===== src/rtl/alu_arbiter.sv =====
// alu_arbiter: two-requester round-robin front end for the shared 4-bit ALU.
// Each operation is latched on acceptance. The ALU is driven from the latches
// for one cycle, and its result is captured. The result is then held on a
// valid/ready response channel, tagged with requester id and error flag.
module alu_arbiter #(
  parameter int OP_MAX = 12,
  parameter int CNT_W  = 8
) (
  input  logic             clk,
  input  logic             rst_n,
  input  logic [1:0]       req_valid,
  output logic [1:0]       req_ready,
  input  logic [3:0]       req0_op,
  input  logic [3:0]       req0_x,
  input  logic [3:0]       req0_y,
  input  logic [3:0]       req1_op,
  input  logic [3:0]       req1_x,
  input  logic [3:0]       req1_y,
  output logic [7:0]       alu_op,
  output logic [3:0]       alu_x,
  output logic [3:0]       alu_y,
  input  logic [7:0]       alu_result,
  output logic             rsp_valid,
  input  logic             rsp_ready,
  output logic [7:0]       rsp_data,
  output logic             rsp_id,
  output logic             rsp_err,
  output logic [CNT_W-1:0] done_cnt,
  output logic [3:0]       err_cnt
);

  typedef enum logic [1:0] {IDLE, EXEC, RESP} state_t;

  localparam logic [3:0] OP_LIMIT = 4'(OP_MAX);

  state_t           state_q, state_d;
  logic             last_grant_q;
  logic [3:0]       op_q, x_q, y_q;
  logic             id_q, err_q;
  logic [7:0]       rsp_data_q;
  logic             rsp_id_q, rsp_err_q;
  logic [CNT_W-1:0] done_cnt_q;
  logic [3:0]       err_cnt_q;

  logic             gnt_id;
  logic             accept;
  logic             rsp_fire;
  logic [3:0]       sel_op, sel_x, sel_y;
  logic             sel_err;

  // Grant choice: a lone requester wins; on a tie, the requester not served last wins.
  always_comb begin
    gnt_id = 1'b0;
    if (req_valid == 2'b10) begin
      gnt_id = 1'b1;
    end else if (req_valid == 2'b11) begin
      gnt_id = ~last_grant_q;
    end
  end

  assign accept   = (state_q == IDLE) && (req_valid != 2'b00);
  assign rsp_fire = (state_q == RESP) && rsp_ready;

  // Mux the granted request and classify it as illegal or divide/modulo by zero.
  always_comb begin
    sel_op  = gnt_id ? req1_op : req0_op;
    sel_x   = gnt_id ? req1_x  : req0_x;
    sel_y   = gnt_id ? req1_y  : req0_y;
    sel_err = (sel_op > OP_LIMIT) ||
              (((sel_op == 4'd3) || (sel_op == 4'd10)) && (sel_y == 4'd0));
  end

  // State register.
  always_ff @(posedge clk or negedge rst_n) begin
    if (!rst_n) begin
      state_q <= IDLE;
    end else begin
      state_q <= state_d;
    end
  end

  // Next-state logic: IDLE -> EXEC on accept, EXEC -> RESP always, RESP -> IDLE on handshake.
  always_comb begin
    state_d = state_q;
    case (state_q)
      IDLE:    if (accept) state_d = EXEC;
      EXEC:    state_d = RESP;
      RESP:    if (rsp_fire) state_d = IDLE;
      default: state_d = IDLE;
    endcase
  end

  // FSM outputs: the ready is one-hot to the granted requester in IDLE only; valid is asserted in RESP.
  always_comb begin
    req_ready = 2'b00;
    rsp_valid = 1'b0;
    if (accept) begin
      req_ready[gnt_id] = 1'b1;
    end
    if (state_q == RESP) begin
      rsp_valid = 1'b1;
    end
  end

  // Latch the accepted request; the latches keep driving the ALU between operations.
  always_ff @(posedge clk or negedge rst_n) begin
    if (!rst_n) begin
      op_q         <= 4'd0;
      x_q          <= 4'd0;
      y_q          <= 4'd0;
      id_q         <= 1'b0;
      err_q        <= 1'b0;
      last_grant_q <= 1'b1;
    end else if (accept) begin
      op_q         <= sel_op;
      x_q          <= sel_x;
      y_q          <= sel_y;
      id_q         <= gnt_id;
      err_q        <= sel_err;
      last_grant_q <= gnt_id;
    end
  end

  // Capture the ALU result at the end of EXEC; errored operations return zero.
  always_ff @(posedge clk or negedge rst_n) begin
    if (!rst_n) begin
      rsp_data_q <= 8'h00;
      rsp_id_q   <= 1'b0;
      rsp_err_q  <= 1'b0;
    end else if (state_q == EXEC) begin
      rsp_data_q <= err_q ? 8'h00 : alu_result;
      rsp_id_q   <= id_q;
      rsp_err_q  <= err_q;
    end
  end

  // Count delivered responses (wrapping) and error responses (saturating at 15).
  always_ff @(posedge clk or negedge rst_n) begin
    if (!rst_n) begin
      done_cnt_q <= '0;
      err_cnt_q  <= 4'd0;
    end else if (rsp_fire) begin
      done_cnt_q <= done_cnt_q + CNT_W'(1);
      if (rsp_err_q && (err_cnt_q != 4'd15)) begin
        err_cnt_q <= err_cnt_q + 4'd1;
      end
    end
  end

  assign alu_op   = {4'b0000, op_q};
  assign alu_x    = x_q;
  assign alu_y    = y_q;
  assign rsp_data = rsp_data_q;
  assign rsp_id   = rsp_id_q;
  assign rsp_err  = rsp_err_q;
  assign done_cnt = done_cnt_q;
  assign err_cnt  = err_cnt_q;

endmodule


===== config.mk =====
export PLATFORM = sky130hd
export DESIGN_NAME = alu_arbiter
export DESIGN_NICKNAME = d
export VERILOG_FILES = /design/src/rtl/alu_arbiter.sv
export SDC_FILE = /design/constraint.sdc
export NUM_CORES = 1
export LEC_CHECK = 0
export ABC_AREA = 1
export BUFFER_PORTS_ARGS = -buffer_cell sky130_fd_sc_hd__buf_4
export CAP_MARGIN = 30
export CORE_MARGIN = 2
export CORE_UTILIZATION = 43
export CTS_CLUSTER_DIAMETER = 200
export DETAILED_ROUTE_END_ITERATION = 6
export PLACE_DENSITY = 0.73
export SLEW_MARGIN = 20
export SYNTH_ARGS = -nofsm -noshare
export SYNTH_HDL_FRONTEND = slang
export SYNTH_SLANG_ARGS = --single-unit

===== constraint.sdc =====
create_clock -name clk -period 1.2 [get_ports clk]
set_input_delay 0.06 -clock clk [delete_from_list [all_inputs] [get_ports clk]]
set_output_delay 0.06 -clock clk [all_outputs]
set_load 0.01 [all_outputs]

* Yosys cells after proc, flatten, opt, wreduce, memory -nomap -nowiden
Cells that the tools add are included.
** Word-level totals
- Word-level logic and storage cells :: 52
- Input bits :: 37
- Output and inout bits :: 41
- Register bits after elaboration :: 39
** Operators by class
- Muxes and demuxes :: 13
- Equal/unequal tests :: 9
- Add/sub/neg operators :: 2
- Magnitude comparators :: 3
- Reductions and logical operators :: 12
- Bitwise gates (word level) :: 1
** Operator list (count)
- $mux W4 :: 3
- $add A8 B1 Y8 const B :: 1
- $mux W8 :: 1
- $eq A2 B2 Y1 const B :: 3
- $mux W2 :: 3
- $pmux W2 S3 :: 1
- $logic_and A1 B1 Y1 :: 5
- $add A4 B1 Y4 const B :: 1
- $eq A4 B2 Y1 const B :: 1
- $eq A4 B4 Y1 const B :: 1
- $gt A4 B4 Y1 const B :: 1
- $logic_not A4 Y1 :: 1
- $mux W1 :: 4
- $ne A2 B2 Y1 const B :: 2
- $ne A4 B4 Y1 const B :: 1
- $reduce_and A2 Y1 :: 2
- $eq A2 B1 Y1 const B :: 1
- $logic_not A2 Y1 :: 1
- $logic_or A1 B1 Y1 :: 2
- $lt A1 B2 Y1 const B :: 1
- $reduce_bool A2 Y1 :: 1
- $demux W1 S1 :: 1
- $ge A1 B1 Y1 const B :: 1
- $not A1 Y1 :: 1

* Longest topological paths before layout
- Word-level depth :: 8
- Mapped depth :: 9
- Depth with buffers taken out :: 8

* Worst setup path after synthesis
No wires, ideal clock.
- Kind :: reg2reg
- Start :: register err_cnt_q[0], in the netlist err_cnt[0]
- End :: register err_cnt_q[1], in the netlist err_cnt[1]
- Stages on the path, launching flop included :: 6
- Path slack :: -0.169 ns
- Arrival :: 1.244 ns
- Clock period less this slack :: 1.369 ns
- Data required time :: 1.075 ns
- Path buffers :: 0
- Setup time :: 0.125 ns
- Path through :: dfrtp_1 ha_1 nand3_1 nand2_1 nor2_4 mux2_2
** Between the ends
- Word-level cells in the longest chain between the ends :: 3
- Elaborated cells on any way between the ends :: 4
- Classes of those cells :: add/sub (1); eq/ne (1); reduce/logical (2)
** Ends and longest elaborated chain
- from (decl) :: RTL line 43 : logic [3:0] err_cnt_q;
- from (signal assigned) :: RTL line 145 : err_cnt_q <= err_cnt_q + 4'd1;
- parallel branches: the longest is 3 deep, another holds $add A4 B1 Y4
Parallel ways; which one is timed is not known.
A chain may end at the register's enable or synchronous reset.

* Final worst setup path
- Start :: register last_grant_q
- End :: output port req_ready[0]
** Between the ends
- Word-level cells in the longest chain between the ends :: 8
- Elaborated cells on any way between the ends :: 9
- Classes of those cells :: order compare (2); mux (5); bitwise (1); reduce/logical (1)
** Ends and longest elaborated chain
- from (decl) :: RTL line 37 : logic last_grant_q;
- from (signal assigned) :: RTL line 120 : last_grant_q <= gnt_id;
- $not A1 Y1 (*) :: RTL line 57 : gnt_id = ~last_grant_q;
- $mux W1 (*) :: RTL line 56 : end else if (req_valid == 2'b11) begin
- $mux W1 (*) :: RTL line 54 : if (req_valid == 2'b10) begin
- $lt A1 B2 Y1 (not written as such) or $ge A1 B1 Y1 (tied branches) :: RTL line 98 : req_ready[gnt_id] = 1'b1;
- $logic_and A1 B1 Y1 (not written as such) :: RTL line 98
- $mux W1 (not written as such) :: RTL line 98
- $demux W1 S1 (*) :: RTL line 98
- $mux W2 (*) :: RTL line 97 : if (accept) begin
- to (decl) :: RTL line 12 : output logic [1:0] req_ready,
Every way passes the cells marked *; elsewhere a longest branch is shown, timed or not.

==> reports/qor.tcl <==
set qor(run_status) {finished, violations left}
set qor(failed_checks) {setup timing}
set qor(core.rowCount) 23
set qor(worst_slack_ns) -0.236
set qor(die_width_um) 69.8
set qor(cpPeakStageDelay_ns) 0.56
set qor(place_ws_ns) -0.182
set qor(fmax_mhz) 696
set qor(hp-class) {in2reg}
set qor(dpl_hpwl_mm) 3.01
set qor(worstSetupStartpointType) {flip-flop}
set qor(drt_first_iter_violations) 49
set qor(placement.cell_area_um2) 2620
set qor(die_area_um2) 4870
set qor(cells_after_synthesis) 200
set qor(p_total_w) 0.00707
set qor(final.min_clock_period_ns) 1.44
set qor(postSynthRegisterBits) 39
set qor(clkSlewWorstSetupHoldPaths_ns) 0.08
set qor(clockPowerShare_pct) 12.1
set qor(synth_largest_area_cell) {sky130_fd_sc_hd__dfrtp_1}
set qor(clock-root-buffer) {sky130_fd_sc_hd__clkbuf_8}
set qor(comb_power_share_pct) 55.4
set qor(register_area_share_after_synthesis_pct) 52.5
set qor(synth.lib_cells_used.distinct) 29
set qor(largest_vdd_supply_drop_mv) 1.28
set qor(critical_path_arrival_ns) 1.38
set qor(remaining_number_of_nets_flagged_by_the_antenna_check_after_routing) 0
set qor(layout.cells.most_common_list) {89 x sky130_fd_sc_hd__buf_4, 37 x sky130_fd_sc_hd__nand2_1, 37 x sky130_fd_sc_hd__dfrtp_1}
set qor(p_per_area_nw_per_um2) 2180
set qor(initial_utilization_pct) 45.6
set qor(critical-path-top-cell-by-count) {sky130_fd_sc_hd__nand2_4}
set qor(metal3_wl_um) 249
set qor(netSwitchingFraction_pct) 37.6
set qor(final_area_um2) 3250
set qor(antenna-diode-count) 0
set qor(via_count_of_the_first_global_routing_pass) 1736
set qor(grt_max_degree) 40
set qor(met1Wirelength_mm) 2.12
set qor(final_util_pct) 79.5
set qor(critical_path.cell_chain) {nand2_4 -> nand2_4 -> buf_4 -> nand2_1 -> inv_2 -> buf_6}
set qor(synth_top_flop_cell) {sky130_fd_sc_hd__dfrtp_1}
set qor(post-route-drc-count) 0
set qor(finalHoldViolations) 0
set qor(fin_nets) 369
set qor(die_h_um) 69.8
set qor(grt_setup_unrepaired) {true}
set qor(layoutNonFillerInstCount) 381
set qor(place.port_buffers) 73
set qor(crit_fanout) 4
set qor(syn-mean-instance-area_um2) 9.32
set qor(count_of_placed_standard_cells_including_taps) 339
set qor(layout_commonest_cell) {sky130_fd_sc_hd__buf_4}
set qor(synth-async-reset-ratio_pct) 100
set qor(route.vias.total) 1847
set qor(worst_ep_required_time_ns) 1.14
set qor(slowest_stage_cell_cp) {sky130_fd_sc_hd__dfstp_2}
set qor(tritoncts_clock_tree) {built}
set qor(final-max-slew-violation-count) 0
set qor(tritoncts_num_sinks) 39
set qor(critical_path_buf_inv_count) 3
set qor(yosysTopAreaCellShare_pct) 51.0
set qor(cts_max_path_buffers) 2
set qor(drive_above_1_share_pct) 52.6
set qor(wl_met2_mm) 2.77
set qor(numCtsBuffers) 5
set qor(grtUsageTotal_pct) 19.9
set qor(core_um2) 4090
set qor(worstSetupEndpointType) {primary output}
set qor(worst_skew_pair.late_latency_ns) 0.29
set qor(power.net_switching_w) 0.00266
set qor(path_delay_family) {flip-flops}
set qor(criticalPathCategory) {reg2out}
set qor(setup_violations) 35
set qor(seq_power_share_pct) 32.5
set qor(synth_enable_flop_cells) 0
set qor(synthesis.area_um2) 1860
set qor(power.leakage_nw) 1.69
set qor(h-tree-depth) 2
set qor(routedWlPerCell_um) 13.7
set qor(grt_first_pass_wirelength_mm) 7.79
set qor(internal_power_w) 0.00442
set qor(aggregate_global_routing_overflow) 0
set qor(finalCritPeriodShare_pct) 120
set qor(yosys-top-cells-area) {sky130_fd_sc_hd__dfrtp_1 51%, sky130_fd_sc_hd__nand2_1 12%, sky130_fd_sc_hd__a22o_1 3.8%}
set qor(gp_congestion) 0.791
set qor(first_pass_iters) 4
set qor(pin_count) 78
set qor(fin_skew_ns) 0.00949
set qor(route.top_layer_used) {met4}
set qor(maxCapViolations) 0
set qor(detail_route.vias_per_cell) 4.85
set qor(antenna_found_initial) 0
set qor(synth-warning-count) 0
set qor(finalWirelength_mm) 5.21
set qor(area_growth_syn_to_layout_pct) 74.4
## path summary, 6_finish.rpt
path | depth (start not counted) | from | slack (ns) | end
max | 6 | last_grant_q | -0.24 | req_ready[0]
min | 2 | alu_result[7] | 0.004 | rsp_data[7]
max reg2reg | 9 | last_grant_q | -0.20 | err_q
min reg2reg | 2 | op_q[3] | 0.49 | op_q[3]
max in group asynchronous | 2 | rst_n | 0.57 | state_q[0]
min in group asynchronous | 2 | rst_n | 0.27 | rsp_data[4]
## cell families after synthesis
group | synth area share (%)
and+or+nand+nor | 24.1
DFF | 52.5
buffers and inverters | 7.79
AOI/OAI and AO/OA | 8.80
xor gates and xnor gates | 4.70
adders and majority gates | 1.34
other | 0.201
muxes | 0.604
## layout make-up
class	count	area, um^2
clock inverters	1	5.00
inverters	21	96.3
fillers	264	837
multi-input cells	135	902
repair buffers	128	1130
clock buffers	7	76.3
flip-flops and latches	39	978
well taps	50	62.6
## state kept, by name, summed over array words and instances, names as in the netlist
name,flops
op_q,4
id_q,1
state_q,2
rsp_err,1
done_cnt,8
alu_y,4
alu_x,4
err_cnt,4
rsp_id,1
last_grant_q,1
rsp_data,8
err_q,1
## worst register-to-register path: stages (launching register included)
cell and delay, ns:
sky130_fd_sc_hd__dfstp_2 0.56, sky130_fd_sc_hd__nand2_4 0.07, sky130_fd_sc_hd__nand2_4 0.08, sky130_fd_sc_hd__buf_6 0.13, sky130_fd_sc_hd__nand2_2 0.04, sky130_fd_sc_hd__nand2_1 0.09
sky130_fd_sc_hd__nand2_1 0.07, sky130_fd_sc_hd__nor2_1 0.08, sky130_fd_sc_hd__nand3_1 0.08, sky130_fd_sc_hd__a21oi_1 0.13
## power by group through the flow
stage | clock network, W | registers, W | logic [W]
after detailed placement | 0 | 0.00226 | 0.00297
after global placement | 0 | 0.00226 | 0.00292
after global routing | 0.000910 | 0.00237 | 0.00422
final | 0.000857 | 0.00230 | 0.00392
after CTS | 0.000856 | 0.00226 | 0.00359
after floorplan | 0 | 0.00247 | 0.00128
## metrics by stage
stage                     hold WS, ns  TNS (ns)
after global routing          0.00988     -6.33
after global placement         0.0592    -0.787
after detailed placement       0.0575     -1.20
after CTS                     0.00936     -2.94
final                         0.00413     -4.23
after floorplan                -0.236    -0.534
## timing repair
action,4_1_cts,5_1_grt
setup endpoints to repair,32,40
hold buffers,16,1
hold endpoints to repair,49,1
setup buffers,12,6
pin swaps,20,22
resized for setup,40,35
cloned,1,1
## Yosys cell counts (3+ instances only)
library cell               instances
sky130_fd_sc_hd__a22o_1            8
sky130_fd_sc_hd__buf_2             3
sky130_fd_sc_hd__buf_4             5
sky130_fd_sc_hd__dfrtp_1          38
sky130_fd_sc_hd__inv_1            18
sky130_fd_sc_hd__nand2_1          58
sky130_fd_sc_hd__nand3_1          14
sky130_fd_sc_hd__nand3b_1          4
sky130_fd_sc_hd__nor2_1            9
sky130_fd_sc_hd__o21ai_0           6
sky130_fd_sc_hd__o21ai_2           6
sky130_fd_sc_hd__xnor2_1           6
sky130_fd_sc_hd__xor2_1            4
## routing by layer
layer,vias to the layer above,GRT usage [%]
li1,895,-
met1,882,25.2
met2,60,34.1
met3,10,4.22
met4,0,6.20
met5,-,0
Note: power is estimated with default switching activity, not from simulation.
